===== src/rtl/sdcard_dma_engine.sv =====
// SPI SD-card host with bidirectional block DMA and a CRC16-CCITT accumulator.
// Holds the sdcard_spi byte engine (mode 0, MSB first) and the register/DMA front end.

module sdcard_spi (
    input  logic       clk,
    input  logic       rst,
    input  logic       start,
    input  logic [7:0] data_in,
    input  logic [7:0] divider,
    output logic       finished,
    output logic [7:0] data_out,
    output logic       sclk,
    output logic       mosi,
    input  logic       miso
);
    logic       active;
    logic       phase;
    logic [7:0] cnt;
    logic [7:0] shreg;
    logic [7:0] rx;
    logic [2:0] bit_cnt;

    // Each sclk half period lasts divider+1 clocks; miso is sampled as sclk rises.
    always_ff @(posedge clk) begin
        if (rst) begin
            active   <= 1'b0;
            phase    <= 1'b0;
            cnt      <= 8'h00;
            shreg    <= 8'hFF;
            rx       <= 8'h00;
            bit_cnt  <= 3'd0;
            sclk     <= 1'b0;
            finished <= 1'b0;
            data_out <= 8'h00;
        end else begin
            finished <= 1'b0;
            if (!active) begin
                if (start) begin
                    active  <= 1'b1;
                    phase   <= 1'b0;
                    cnt     <= divider;
                    shreg   <= data_in;
                    bit_cnt <= 3'd0;
                end
            end else if (cnt != 8'h00) begin
                cnt <= cnt - 8'h01;
            end else begin
                cnt <= divider;
                if (!phase) begin
                    sclk  <= 1'b1;
                    rx    <= {rx[6:0], miso};
                    phase <= 1'b1;
                end else begin
                    sclk    <= 1'b0;
                    phase   <= 1'b0;
                    shreg   <= {shreg[6:0], 1'b1};
                    bit_cnt <= bit_cnt + 3'd1;
                    if (bit_cnt == 3'd7) begin
                        active   <= 1'b0;
                        finished <= 1'b1;
                        data_out <= rx;
                    end
                end
            end
        end
    end

    assign mosi = shreg[7];
endmodule

module sdcard_dma_engine #(
    parameter int BLOCK_LEN = 512,
    parameter int AW        = (BLOCK_LEN > 1) ? $clog2(BLOCK_LEN) : 1
) (
    input  logic          clk,
    input  logic          rst,
    output logic          sclk,
    output logic          mosi,
    input  logic          miso,
    input  logic [2:0]    sram_a,
    input  logic [7:0]    sram_d_in,
    output logic [7:0]    sram_d_out,
    input  logic          sram_cs,
    input  logic          sram_oe,
    input  logic          sram_we,
    output logic          sram_wait,
    output logic [7:0]    dma_wr_data,
    output logic [AW-1:0] dma_wr_addr,
    output logic          dma_wr_strobe,
    output logic [AW-1:0] dma_rd_addr,
    input  logic [7:0]    dma_rd_data,
    output logic          dma_done
);
    typedef enum logic [2:0] {S_IDLE, S_FETCH, S_SEND, S_WAIT, S_STORE} state_t;

    localparam logic [AW-1:0] LAST = AW'(BLOCK_LEN - 1);

    state_t        state;
    logic [7:0]    divider;
    logic [4:0]    bits;
    logic          avail;
    logic          dir;
    logic          abort;
    logic [7:0]    latch;
    logic [7:0]    tx_byte;
    logic [15:0]   crc;
    logic [AW-1:0] count;
    logic [11:0]   count_ext;
    logic          spi_start;
    logic          spi_finished;
    logic [7:0]    spi_data_out;
    logic          busy;
    logic          reg_wr;
    logic          unused_oe;

    assign reg_wr    = sram_cs & sram_we;
    assign busy      = (state != S_IDLE);
    assign count_ext = 12'(count);
    assign sram_wait = 1'b0;
    assign unused_oe = sram_oe;

    function automatic logic [15:0] crc_byte(input logic [15:0] c, input logic [7:0] b);
        logic [15:0] r;
        r = c ^ {b, 8'h00};
        for (int i = 0; i < 8; i++) begin
            r = r[15] ? ((r << 1) ^ 16'h1021) : (r << 1);
        end
        return r;
    endfunction

    sdcard_spi u_spi (
        .clk      (clk),
        .rst      (rst),
        .start    (spi_start),
        .data_in  (tx_byte),
        .divider  (divider),
        .finished (spi_finished),
        .data_out (spi_data_out),
        .sclk     (sclk),
        .mosi     (mosi),
        .miso     (miso)
    );

    always_ff @(posedge clk) begin
        if (rst) begin
            state         <= S_IDLE;
            divider       <= 8'h00;
            bits          <= 5'h00;
            avail         <= 1'b0;
            dir           <= 1'b0;
            abort         <= 1'b0;
            latch         <= 8'h00;
            tx_byte       <= 8'hFF;
            crc           <= 16'h0000;
            count         <= '0;
            spi_start     <= 1'b0;
            dma_wr_data   <= 8'h00;
            dma_wr_addr   <= '0;
            dma_wr_strobe <= 1'b0;
            dma_rd_addr   <= '0;
            dma_done      <= 1'b0;
        end else begin
            spi_start     <= 1'b0;
            dma_wr_strobe <= 1'b0;
            dma_done      <= 1'b0;
            if (reg_wr && sram_a == 3'd2) divider <= sram_d_in;
            if (reg_wr && sram_a == 3'd0) bits <= sram_d_in[4:0];

            case (state)
                S_IDLE: begin
                    if (reg_wr && sram_a == 3'd0 && sram_d_in[6]) begin
                        dir   <= sram_d_in[5];
                        count <= '0;
                        crc   <= 16'h0000;
                        abort <= 1'b0;
                        if (sram_d_in[5]) begin
                            state       <= S_FETCH;
                            dma_rd_addr <= '0;
                        end else begin
                            state <= S_SEND;
                        end
                    end
                    if (reg_wr && sram_a == 3'd1) begin
                        spi_start <= 1'b1;
                        tx_byte   <= sram_d_in;
                    end
                    // A byte finishing in the same cycle as a new reg1 write keeps avail set.
                    if (spi_finished) begin
                        avail <= 1'b1;
                        latch <= spi_data_out;
                    end else if (reg_wr && sram_a == 3'd1) begin
                        avail <= 1'b0;
                    end else if (reg_wr && sram_a == 3'd0) begin
                        avail <= sram_d_in[7];
                    end
                end
                S_FETCH: state <= S_SEND;
                S_SEND: begin
                    tx_byte   <= dir ? dma_rd_data : 8'hFF;
                    spi_start <= 1'b1;
                    state     <= S_WAIT;
                end
                S_WAIT: begin
                    if (spi_finished) begin
                        latch <= spi_data_out;
                        avail <= 1'b1;
                        state <= S_STORE;
                    end
                end
                S_STORE: begin
                    avail <= 1'b0;
                    crc   <= crc_byte(crc, dir ? tx_byte : latch);
                    if (!dir) begin
                        dma_wr_strobe <= 1'b1;
                        dma_wr_addr   <= count;
                        dma_wr_data   <= latch;
                    end
                    if (count == LAST || abort) begin
                        state    <= S_IDLE;
                        dma_done <= 1'b1;
                        abort    <= 1'b0;
                    end else begin
                        count <= count + AW'(1);
                        if (dir) begin
                            state       <= S_FETCH;
                            dma_rd_addr <= count + AW'(1);
                        end else begin
                            state <= S_SEND;
                        end
                    end
                end
                default: state <= S_IDLE;
            endcase

            // The in-flight byte always completes; abort takes effect at its STORE.
            if (busy && reg_wr && sram_a == 3'd0 && !sram_d_in[6]) abort <= 1'b1;
            if (reg_wr && sram_a == 3'd3) crc <= 16'h0000;
        end
    end

    always_comb begin
        sram_d_out = 8'h00;
        case (sram_a)
            3'd0:    sram_d_out = {avail, busy, dir, bits};
            3'd1:    sram_d_out = latch;
            3'd2:    sram_d_out = divider;
            3'd3:    sram_d_out = crc[7:0];
            3'd4:    sram_d_out = crc[15:8];
            3'd5:    sram_d_out = count_ext[7:0];
            3'd6:    sram_d_out = {4'b0000, count_ext[11:8]};
            default: sram_d_out = 8'h00;
        endcase
    end
endmodule


===== config.mk =====
export PLATFORM = sky130hd
export DESIGN_NAME = sdcard_dma_engine
export DESIGN_NICKNAME = d
export VERILOG_FILES = /design/src/rtl/sdcard_dma_engine.sv
export SDC_FILE = /design/constraint.sdc
export NUM_CORES = 1
export LEC_CHECK = 0
export BUFFER_PORTS_ARGS = -buffer_cell sky130_fd_sc_hd__buf_2
export CORE_ASPECT_RATIO = 0.75
export CORE_MARGIN = 3
export CORE_UTILIZATION = 40
export DETAILED_ROUTE_END_ITERATION = 12
export PLACE_DENSITY = 0.65
export SETUP_SLACK_MARGIN = 0.1
export SYNTH_ARGS = -nofsm -noshare
export SYNTH_HDL_FRONTEND = slang
export SYNTH_HIERARCHICAL = 1
export SYNTH_SLANG_ARGS = --single-unit

===== constraint.sdc =====
create_clock -name clk -period 4 [get_ports clk]
set_input_delay 0.6 -clock clk [delete_from_list [all_inputs] [get_ports clk]]
set_output_delay 0.6 -clock clk [all_outputs]
set_load 0.005 [all_outputs]

=== Word-level counts from Yosys, hierarchy flattened ===
Cells that the tools add are included.
W data, S select, Z words.

* Register bits after elaboration: 128
* Output and inout bits: 39
* Logic and storage cells: 167

* Add/sub/neg operators: 3
* Eq/ne operators: 23
* Mux-type cells: 63
* Bitwise logic cells: 15
* Reductions and logical operators: 38

{| class="wikitable"
|+ Operators with widths
! kind !! count
|-
| $mux W13 || 8
|-
| $mux W8 || 10
|-
| $pmux W8 S7 || 1
|-
| $mux W9 || 6
|-
| $pmux W9 S2 || 2
|-
| $pmux W16 S2 || 1
|-
| $not A3 Y3 || 8
|-
| $mux W1 || 20
|-
| $mux W3 || 6
|-
| $mux W16 || 1
|-
| $pmux W8 S2 || 1
|-
| $reduce_and A2 Y1 || 8
|-
| $xor A16 B16 Y16 || 1
|-
| $eq A3 B3 Y1 const B || 5
|-
| $pmux W3 S5 || 1
|-
| $reduce_and A3 Y1 || 5
|-
| $ne A2 B2 Y1 const B || 7
|-
| $eq A3 B2 Y1 const B || 4
|-
| $add A9 B1 Y9 const B || 1
|-
| $eq A9 B9 Y1 const B || 1
|-
| $reduce_bool A3 Y1 || 3
|-
| $logic_and A1 B1 Y1 || 8
|-
| $reduce_bool A8 Y1 || 1
|-
| $sub A8 B1 Y8 const B || 1
|-
| other kinds (18) || 32
|}

=== Longest topological paths before layout ===
Gate-level depths: netlist (run 1).

* Word-level depth: 19
* Gate-level depth with buffers: 10

=== Hierarchy ===
Netlist (run 1), hierarchy kept.

{| class="wikitable"
|+ By module, submodules not included
! module !! instances !! cells an instance !! area each (um2) !! seq. area each (um2)
|-
| sdcard_dma_engine || 1 || 497 || 4,329.2 || 1,781.7
|-
| sdcard_spi || 1 || 201 || 1,775.5 || 780.7
|}

=== Least setup slack after synthesis (run 1) ===
OpenSTA, ideal clock, no wires.

* Path kind: input -> output
* Start point: in sram_a[0]
* End point: out sram_d_out[3]
* Arrival: 1.720 ns
* Data required time: 3.400 ns
* Slack: 1.680 ns
* Stages on the path: 6
* Buffers on the path: 3
* Path through: buf_2 > clkbuf_1 > clkbuf_1 > nor2_1 > a31oi_1 > o22ai_1

* Word-level cells in the longest chain between the ends: 2

{| class="wikitable"
|+ Ends and longest elaborated chain
! element !! line !! source
|-
| from (decl) || 80 || <nowiki>input logic [2:0] sram_a,</nowiki>
|-
| $eq A3 B3 Y1, or another cell as far along || 243 || <nowiki>case (sram_a)</nowiki>
|-
| $pmux W8 S7 (*) || 243 ||
|-
| to (decl) || 82 || <nowiki>output logic [7:0] sram_d_out,</nowiki>
|}

Mark *: on every way between the ends. The rest lies on a longest branch, timed or not.

=== Final worst setup path (run 1) ===
* Start point: reg state[2]
* End point: out sram_d_out[6]

* Word-level cells in the longest chain between the ends: 2

{| class="wikitable"
|+ Ends and longest elaborated chain
! element !! line !! source
|-
| from (decl) || 98 || <nowiki>state_t state;</nowiki>
|-
| from (signal assigned) || 146 || <nowiki>state <= S_IDLE;</nowiki>
|-
| from (signal assigned) || 177 || <nowiki>state <= S_FETCH;</nowiki>
|-
| from (signal assigned) || 180 || <nowiki>state <= S_SEND;</nowiki>
|-
| $reduce_bool A3 Y1 || 117 || <nowiki>assign busy = (state != S_IDLE);</nowiki>
|-
| $pmux W8 S7 || 243 ||
|}

Every way passes these cells.

==> impl_metrics.ini, run 1 <==
[clock_tree]
post_cts_buffers = 0
cts_tree = built
clock_latency_ns = 0.42
cts_buffers = 17
clk_pin_slew_ns = 0.06
ctsHoldBuffers = 0
cts_sinks = 128
h-tree-depth = 4
cts_root_buf = clkbuf_16
ctsResizeCount = 0
clockBufferDepth = 2

[global_routing]
antenna_found_initial = 0
grt_pass1_wl_mm = 26.4
track_usage_pct = 19.7
grt_max_degree = 89
grt_pass1_vias = 5045
grt-ovfl-total = 0

[min_path]
min_path_type = in2reg
holdPathStages = 3

[power_and_ir_drop]
cell_internal_pwr_mw = 2.37
power_density_mw_per_mm2 = 427
p_sw_share_pct = 21.5
clkPwrFrac_pct = 53.5
seq_power_share_pct = 42.8
p_leak_nw = 2.76
p_comb_share_pct = 3.7
p_switching_mw = 0.648
vdd_drop_max_v = 0.000279

[sta]
rsz0062_at_grt = no
finalCritPeriodShare_pct = 70.2
slew_headroom_pct = 22.9
worstMarginPinSlew_ns = 1.15
finClkSkew_ns = 0.00510
timing.fmax_mhz = 356
whs_ns = 0.419
finalHoldViolCount = 0
min_period_ns = 2.81
fin_tns_setup_ns = 0
drv_slew = 0
finalSetupViolations = 0

[drt]
drt-wirelength-per-cell_um = 17.5
ant_nets = 0
firstDrtPassIters = 5
viasPerCell = 5.66
drt_iter0_markers = 564
wl_mm = 16.5
drc = 0
num_vias = 5345

[die]
die-area_sq_mm = 0.0168
rows = 38
ios = 64
core-area_sq_mm = 0.0147
fp.dieH_um = 113
die_x_um = 149
start_util_pct = 41.6

[final_layout]
fin_nets = 763
num_antenna_cells = 0
areaGrowthSynthToFinish_pct = 15.9
drive_gt1_share_pct = 16.8
final_area_sq_mm = 0.00707

[setup_path]
path_depth = 6
crit_buf_inv = 2
crit_slowest_cell = mux4_2
arrival_ns = 2.21
crit_path_start_kind = register
crit_type = reg2out
end_kind = primary output
crit_family = simple AND/OR/NAND/NOR gates
path_cells = or2_1 -> nor2_1 -> inv_1 -> mux4_2 -> o21a_1 -> buf_2
cpPeakStageDelay_ns = 0.46
worstPathRequired_ns = 3.40
crit_path_max_fanout = 13
ff2ff_path_depth = 10

[yosys]
ys_async_sr_fraction_pct = 0
synth_area_per_cell_sq_um = 8.75
syn_nets = 729
ys_seq_area_share_pct = 42.0
yosysWarnings = 6
yosysUniqueCellTypes = 64
synth_seq_cells = 128
synth_cells = 698
synth-edff-count = 0
synth_area_sq_mm = 0.00610
synth_flop_cell = dfxtp_1

[status]
status = finished, final reports clean

[placed_design]
port-buffer-count = 61
place.gp.congestion = 0.904
hpwlAfterDp_mm = 11.6
placement.cell_area_sq_mm = 0.00646

[flow_run]
maxCapViolCount = 0
layout make-up:
class	instances	area, sq um
Sequential cell	128	2560
Inverter	5	18.8
Multi-Input combinational cell	512	3270
Fill cell	1364	7620
Clock buffer	19	443
Tap cell	200	250
Timing Repair Buffer	68	360
Clock inverter	12	166
layer usage:
layer	vias to the layer above	routed length [um]	share of wire, %	GRT usage, %
met4	0	217	1.3	6.03
met5	-	0	0	0
met1	2563	7630	46	28.0
met3	23	1480	8.9	5.96
met2	212	7210	44	28.7
li1	2547	-	-	-
cell usage in the layout (no fill, tap or decap), types with 2 or more instances in the layout:
cell and count:
a22o_1 8, or3_1 9, o21ai_0 23, dfxtp_1 128
nor3_1 17, a21oi_1 53, and3_1 7, nor2b_1 6
a31oi_1 9, a211o_1 8, a22oi_1 15, or2_2 2
nor3b_1 2, bufinv_16 4, nor4b_2 2, buf_4 8
nand2b_1 9, buf_2 60, a311oi_1 2, mux4_2 2
o22ai_1 13, ha_1 6, or2_1 2, a211oi_1 4
nand3_1 22, xnor2_1 14, o21a_1 2, clkbuf_16 17
inv_1 5, mux2_2 9, nor2_1 81, nor4b_1 2
nand3b_1 13, nor3b_2 2, xor2_1 16, clkinv_2 6
o21bai_1 7, nand2_1 68, mux2i_1 52
kinds of logic (layout without fill, tap and decap cells):
| group | count (synthesis) | count (layout) | synth area share (%) |
|---|---|---|---|
| other | 1 | 1 | 0.0614 |
| buffers and inverters | 58 | 104 | 4.43 |
| AND/OR/NAND/NOR | 255 | 255 | 20.6 |
| adder cells (fa/ha/maj) | 6 | 6 | 1.23 |
| AO/OA/AOI/OAI | 157 | 157 | 16.4 |
| XOR/XNOR | 30 | 30 | 4.30 |
| flip-flops | 128 | 128 | 42.0 |
| multiplexers | 63 | 63 | 10.9 |
worst reg2reg max path, cell delays in order, from the launching register on:
cell,delay [ns]
dfxtp_1,0.42
ha_1,0.32
and3_1,0.21
and3_1,0.17
ha_1,0.20
nor2_1,0.25
a32oi_1,0.15
nor3_1,0.16
buf_4,0.24
mux2i_1,0.21
nor2_1,0.05
final timing paths:
check                 start             end  slack [ns]
max                state[2]   sram_d_out[6]        1.19
min                    miso     u_spi/rx[0]        0.42
max reg2reg        count[0]  dma_rd_addr[6]        1.50
min reg2reg  dma_wr_addr[6]  dma_wr_addr[6]        0.45
per-stage QoR:
stage	setup slack [ns]	util, %	power [mW]	std cells
6_report	1.19	48.1	3.02	944
2_1_floorplan	1.68	-	1.39	698
3_3_place_gp	1.43	44.0	1.42	913
3_5_place_dp	1.41	44.0	1.43	913
5_1_grt	1.09	48.1	3.11	944
4_1_cts	1.19	48.1	3.03	944
synth_stat cells (3+ instances only):
cell / number / area, sq um
o22ai_1: 13 / 81.3
a31oi_1: 9 / 56.3
mux2_2: 9 / 101
nor2_1: 81 / 304
o21ai_0: 23 / 115
nand2_1: 68 / 255
clkbuf_1: 33 / 124
buf_4: 4 / 30.0
o21bai_1: 7 / 52.6
nand3b_1: 13 / 97.6
xor2_1: 16 / 140
mux2i_1: 52 / 521
or3_1: 9 / 56.3
and3_1: 7 / 43.8
buf_6: 3 / 33.8
a211o_1: 8 / 70.1
ha_1: 6 / 75.1
inv_1: 5 / 18.8
a22o_1: 8 / 70.1
dfxtp_1: 128 / 2560
buf_2: 12 / 60.1
a22oi_1: 15 / 113
a211oi_1: 4 / 30.0
nor3_1: 17 / 85.1
xnor2_1: 14 / 123
nand3_1: 22 / 110
a21oi_1: 53 / 265
nor2b_1: 6 / 37.5
nand2b_1: 9 / 56.3
flip-flops by register name (all words and copies together) (netlist names), 3 cells and up:
name            count
bits                5
tx_byte             8
dma_rd_addr         9
state               3
count               9
u_spi/cnt           8
u_spi/data_out      8
crc                16
divider             8
dma_wr_data         8
u_spi/rx            8
u_spi/bit_cnt       3
u_spi/shreg         8
latch               8
dma_wr_addr         9
power by group through the flow:
stage / combinational (mW) / sequential [mW] / clock [mW]
finish: 0.111 / 1.29 / 1.62
global route: 0.121 / 1.29 / 1.69
CTS: 0.109 / 1.29 / 1.63
detailed placement: 0.109 / 1.32 / 0
global placement: 0.107 / 1.32 / 0
floorplan: 0.0771 / 1.31 / 0
Note: power is estimated with default switching activity, not from simulation.
==> run 2, diff against run 1 <==
--- a/config.mk
+++ b/config.mk
@@ -10,7 +10,7 @@
 export CORE_MARGIN = 3
 export CORE_UTILIZATION = 40
 export DETAILED_ROUTE_END_ITERATION = 12
-export PLACE_DENSITY = 0.65
+export PLACE_DENSITY = 0.67
 export SETUP_SLACK_MARGIN = 0.1
 export SYNTH_ARGS = -nofsm -noshare
 export SYNTH_HDL_FRONTEND = slang
==> constraint.sdc (replaced) <==
create_clock -name clk -period 2.55 [get_ports clk]
set_input_delay 0.3825 -clock clk [delete_from_list [all_inputs] [get_ports clk]]
set_output_delay 0.3825 -clock clk [all_outputs]
set_load 0.005 [all_outputs]
==> run 2 against run 1 <==
  * Critical path depth stayed put
  * Worst hold slack got worse by 0.22 ns
  * Combinational power increased by 74%
  * Sequential power is 57% higher
  * Clock skew increased by 0.0043 ns
  * Largest cell class unchanged
  * Count of clock-buffer cells in the layout unchanged
  * Die area is the same
==> impl_metrics.ini, run 2 (synthesis gave the netlist of run 1 again) <==
[global_routing]
grt_pass1_vias = 4860
grt_pass1_wl_mm = 26.4
grt_max_degree = 55
grt-ovfl-total = 0
antenna_found_initial = 0
track_usage_pct = 20.0

[die]
rows = 38
ios = 64
fp.dieH_um = 113
die-area_sq_mm = 0.0168
die_x_um = 149
core-area_sq_mm = 0.0147
start_util_pct = 41.6

[drt]
num_vias = 5327
viasPerCell = 5.49
ant_nets = 0
wl_mm = 16.6
drt_iter0_markers = 584
firstDrtPassIters = 5
drt-wirelength-per-cell_um = 17.1
drc = 0

[power_and_ir_drop]
power_density_mw_per_mm2 = 667
total_power_mw = 4.90
vdd_drop_max_v = 0.000452
p_leak_nw = 2.89

[placed_design]
placedCellCount = 938
placement.cell_area_sq_mm = 0.00665
hpwlAfterDp_mm = 11.5
pre_cts_slack_ns = 0.343
port-buffer-count = 61
place.gp.congestion = 0.942

[clock_tree]
clockBufferDepth = 2
cts_tree = built
h-tree-depth = 4
clock_latency_ns = 0.42
clk_pin_slew_ns = 0.06
cts_root_buf = clkbuf_16
ctsHoldBuffers = 0
cts_buffers = 17
cts_sinks = 128

[setup_path]
end_kind = primary output
regToRegSetupSlack_ns = 0.26
r2r_end = dma_rd_addr[1]
crit_path_max_fanout = 5
worst_r2r_startpoint = count[1]
arrival_ns = 1.98
ff2ff_path_depth = 10
crit_type = reg2out
crit_path_start_kind = register
worstPathRequired_ns = 2.17

[final_layout]
final_cell_mix = dfxtp_1 (125), nor2_1 (79), nand2_1 (68)
areaGrowthSynthToFinish_pct = 20.2
drive_gt1_share_pct = 20.8
nFillCells = 1389
final_area_sq_mm = 0.00734
layout_commonest_cell = dfxtp_1
utilization_pct = 50.0
multi_input_area_sq_mm = 0.00329
fin_nets = 789
top_register = crc
num_antenna_cells = 0
fin_cells = 971
seq_area_sq_mm = 0.00257
largest_reg_flops = 16

[sta]
rsz0062_at_grt = no
finalHoldViolCount = 0
finClkSkew_ns = 0.00942
fin_ws_ns = 0.184
drv_slew = 0
slew_headroom_pct = 54.9
timing.fmax_mhz = 423
finalCritPeriodShare_pct = 92.8
fin_tns_setup_ns = 0
worstMarginPinSlew_ns = 0.675
finalSetupViolations = 0
whs_ns = 0.198
min_period_ns = 2.37

[flow_run]
maxCapViolCount = 0

[min_path]
min_path_type = in2reg
holdPathStages = 3
hold_path_end = u_spi/rx[0]
holdCritStartpoint = miso

[status]
status = finished, final reports clean
## run 2: how the worst max path moves through the flow
| stage | startpoint | to | cells past startpoint |
|---|---|---|---|
| 2_1_floorplan | count[0] | dma_rd_addr[0] | 10 |
| 3_5_place_dp | count[1] | dma_rd_addr[6] | 10 |
| 5_1_grt | count[1] | dma_rd_addr[2] | 10 |
| 3_3_place_gp | count[1] | dma_rd_addr[6] | 10 |
| 6_report | state[0] | sram_d_out[6] | 6 |
| 4_1_cts | dir | sram_d_out[5] | 6 |
## run 2: area by class of cell
| class | instances | share of cell area (%) |
|---|---|---|
| clock buffer | 19 | 6.03 |
| clock inverter | 13 | 2.88 |
| inverter | 5 | 0.256 |
| multi-input combinational | 512 | 44.8 |
| sequential | 128 | 35.0 |
| tap | 200 | 3.41 |
| timing repair buffer | 94 | 7.67 |
## run 2: timing repair
action                                  CTS  global route
endpoints found under the setup margin    1             6
buffers inserted                          0             0
gates cloned                              0             1
resized for setup                         1             8
pin swaps                                 0             1
## run 2: worst max-delay path: stages, from the launching register on
cell	delay, ns
dfxtp_2	0.35
or2_4	0.26
nor2_2	0.13
inv_1	0.07
mux4_2	0.46
o21a_1	0.18
buf_2	0.12
## run 2: routing by layer
metal / track usage (%) / share of wire [%]
met5: 0 / 0
met4: 6.03 / 1.7
met2: 27.7 / 41
met1: 30.8 / 50
met3: 4.40 / 7.3
## run 2: where the power goes
group	leakage [nW]	total [mW]	switching (mW)	internal, mW
combinational	1.55	0.193	0.120	0.0727
sequential	1.03	2.02	0.0114	2.01
clock	0.305	2.68	0.921	1.76
==> run 3, diff against run 2 <==
--- a/config.mk
+++ b/config.mk
@@ -14,5 +14,4 @@
 export SETUP_SLACK_MARGIN = 0.1
 export SYNTH_ARGS = -nofsm -noshare
 export SYNTH_HDL_FRONTEND = slang
-export SYNTH_HIERARCHICAL = 1
 export SYNTH_SLANG_ARGS = --single-unit
==> run 3 against run 2 <==
  * Count of clock-buffer cells in the layout decreased by 1
  * Final cell count increased by 0.93%
  * Fmax increased by 2.4%
  * Wire length decreased by 2.6%
  * Final area decreased by 1.1%
  * Largest power group unchanged
  * Sequential power about the same
  * Clock skew decreased by 0.0042 ns
  * Sequential share of layout area increased by 0.33 points
  * Critical path depth decreased by 1
  * Worst hold slack improved by 0.00057 ns
==> impl_metrics.ini, run 3 <==
[status]
status = finished, final reports clean

[final_layout]
largest_reg_flops = 16
num_antenna_cells = 0
fin_cells = 980
final_cell_mix = dfxtp_1 (128), nor2_1 (94), nand2_1 (73)
top_register = crc
areaGrowthSynthToFinish_pct = 17.9
layout_commonest_cell = dfxtp_1
final_area_sq_mm = 0.00726
drive_gt1_share_pct = 18.7
fin_nets = 798

[sta]
slew_headroom_pct = 57.8
whs_ns = 0.199
finClkSkew_ns = 0.00519
drv_slew = 0
finalCritPeriodShare_pct = 90.6
rsz0062_at_grt = no
finalHoldViolCount = 0
fin_tns_setup_ns = 0
finalSetupViolations = 0
worstMarginPinSlew_ns = 0.633
min_period_ns = 2.31
timing.fmax_mhz = 433

[drt]
routed.top_layer = met4
wl_met1_mm = 7.79
drc = 0
drt_iter0_markers = 473
viasPerCell = 5.36
wl_mm = 16.2
wl_met3_mm = 1.15
ant_nets = 0
num_vias = 5252
firstDrtPassIters = 5
route.met2.wl_mm = 6.91
drt-wirelength-per-cell_um = 16.5

[die]
die_x_um = 149
rows = 38
ios = 64
start_util_pct = 41.8
die-area_sq_mm = 0.0169
fp.dieH_um = 113
core-area_sq_mm = 0.0147

[yosys]
yosysWarnings = 0
ys_async_sr_fraction_pct = 0
synth_seq_cells = 128
synth_cells = 711
synth_top_cells_by_count = dfxtp_1 (128), nor2_1 (94), nand2_1 (73), a21oi_1 (59), mux2i_1 (56)
ys_seq_area_share_pct = 41.6
synth_flop_cell = dfxtp_1
synth.largest_area_cell = dfxtp_1
syn_nets = 742
yosysUniqueCellTypes = 66
synth_area_per_cell_sq_um = 8.66
synth_area_sq_mm = 0.00616
yosys.area.top_type_share_pct = 41.6
synth-edff-count = 0
synth.area.top_cells = dfxtp_1 (42%), mux2i_1 (9.1%), nor2_1 (5.7%)
synth_most_common_cell = dfxtp_1

[setup_path]
cpPeakStageDelay_ns = 0.57
arrival_ns = 1.93
crit_family = flip-flops
crit_type = reg2out
crit_path_max_fanout = 17
ff2ff_path_depth = 7
r2r_end = u_spi.data_out[0]
crit_buf_inv = 3
worstPathRequired_ns = 2.17
worst_r2r_startpoint = u_spi.cnt[0]
path_cells = buf_4 -> mux4_2 -> inv_1 -> o22ai_1 -> buf_2
crit_slowest_cell = dfxtp_1
end_kind = primary output
path_depth = 5
crit_path_start_kind = register
regToRegSetupSlack_ns = 0.29

[global_routing]
grt_pass1_vias = 4911
grt_max_degree = 107
grt-ovfl-total = 0
grt_pass1_wl_mm = 25.9
antenna_found_initial = 0
track_usage_pct = 19.5

[power_and_ir_drop]
power_density_mw_per_mm2 = 647
p_leak_nw = 2.70
vdd_drop_max_v = 0.000475
total_power_mw = 4.69

[clock_tree]
cts_sinks = 128
clock_latency_ns = 0.42
cts_root_buf = clkbuf_16
post_cts_buffers = 0
cts_tree = built
clockBufferDepth = 2
ctsHoldBuffers = 0
cts_buffers = 17
h-tree-depth = 4
clk_pin_slew_ns = 0.06

[flow_run]
maxCapViolCount = 0

[min_path]
holdPathStages = 3
min_path_type = in2reg
holdCritStartpoint = miso
hold_path_end = u_spi.rx[0]

[placed_design]
port-buffer-count = 61
place.gp.congestion = 0.955
hpwlAfterDp_mm = 11.7
placedCellCount = 948
placement.cell_area_sq_mm = 0.00666
run 3: cell types whose count changed in the layout (fill, tap and decap cells not counted), sizes merged, moves of 5 or more:
cell    previous run  this run
o21ai             26        37
inv                5        15
a31oi              9         4
xnor2             14        19
nor2              82        96
xor2              16         9
o22ai             13         5
a21oi             54        61
o21bai             7         2
nand2             68        74
buf               93        88
run 3: layer usage:
layer / GRT usage (%) / up-vias
met3: 3.57 / 28
li1: - / 2614
met4: 6.89 / 0
met5: 0 / -
met2: 28.7 / 150
met1: 28.7 / 2460
run 3: how the worst max path moves through the flow:
stage / startpoint / endpoint / slack (ns)
after floorplan: count[0] / dma_rd_addr[5] / 0.28
after global placement: u_spi.cnt[0] / u_spi.data_out[0] / 0.33
after detailed placement: count[0] / dma_rd_addr[1] / 0.30
after global routing: count[0] / dma_rd_addr[5] / 0.11
after CTS: dir / sram_d_out[5] / 0.22
final: dir / sram_d_out[5] / 0.24
run 3: report_power, final:
| part | leakage, nW | switching [mW] | internal [mW] |
|---|---|---|---|
| combinational | 1.39 | 0.141 | 0.0842 |
| clock | 0.275 | 0.963 | 1.48 |
| sequential | 1.03 | 0.0159 | 2.02 |
| total | 2.70 | 1.12 | 3.57 |
run 3: kinds of logic (layout without fill, tap and decap cells):
| kind of cell | Yosys count | after routing | share of synthesized area [%] |
|---|---|---|---|
| flops | 128 | 128 | 41.6 |
| buf+inv | 64 | 133 | 5.16 |
| other cells | 1 | 1 | 0.0609 |
| compound gates | 159 | 159 | 16.3 |
| mux | 65 | 65 | 11.5 |
| simple gates | 260 | 260 | 20.2 |
| fa+ha+maj | 6 | 6 | 1.22 |
| xor+xnor | 28 | 28 | 3.98 |
run 3: final cells by class:
cell class                      count  area [sq um]
Timing Repair Buffer               88           523
Clock buffer                       18           439
Tap cell                          200           250
Multi-Input combinational cell    519          3280
Clock inverter                     14           159
Fill cell                        1440          7480
Inverter                           13          48.8
Sequential cell                   128          2560
run 3: timing repair:
action                                  CTS  global route
endpoints found under the hold margin     0             0
resized for setup                         0             1
endpoints found under the setup margin    0             9
run 3: worst register-to-register path, delay by kind of cell, from the launching register on:
kind	cells	cell delay (ns)
buffers and inverters	2	0.34
flip-flops	1	0.34
AND/OR/NAND/NOR	3	1.16
AO/OA/AOI/OAI	1	0.13
adder cells (fa/ha/maj)	1	0.22
run 3: stage by stage:
stage               setup slack, ns  util, %
finish                        0.239     49.3
global route                  0.112     49.3
floorplan                     0.284        -
detailed placement            0.304     45.2
global placement              0.331     45.2
CTS                           0.220     49.2
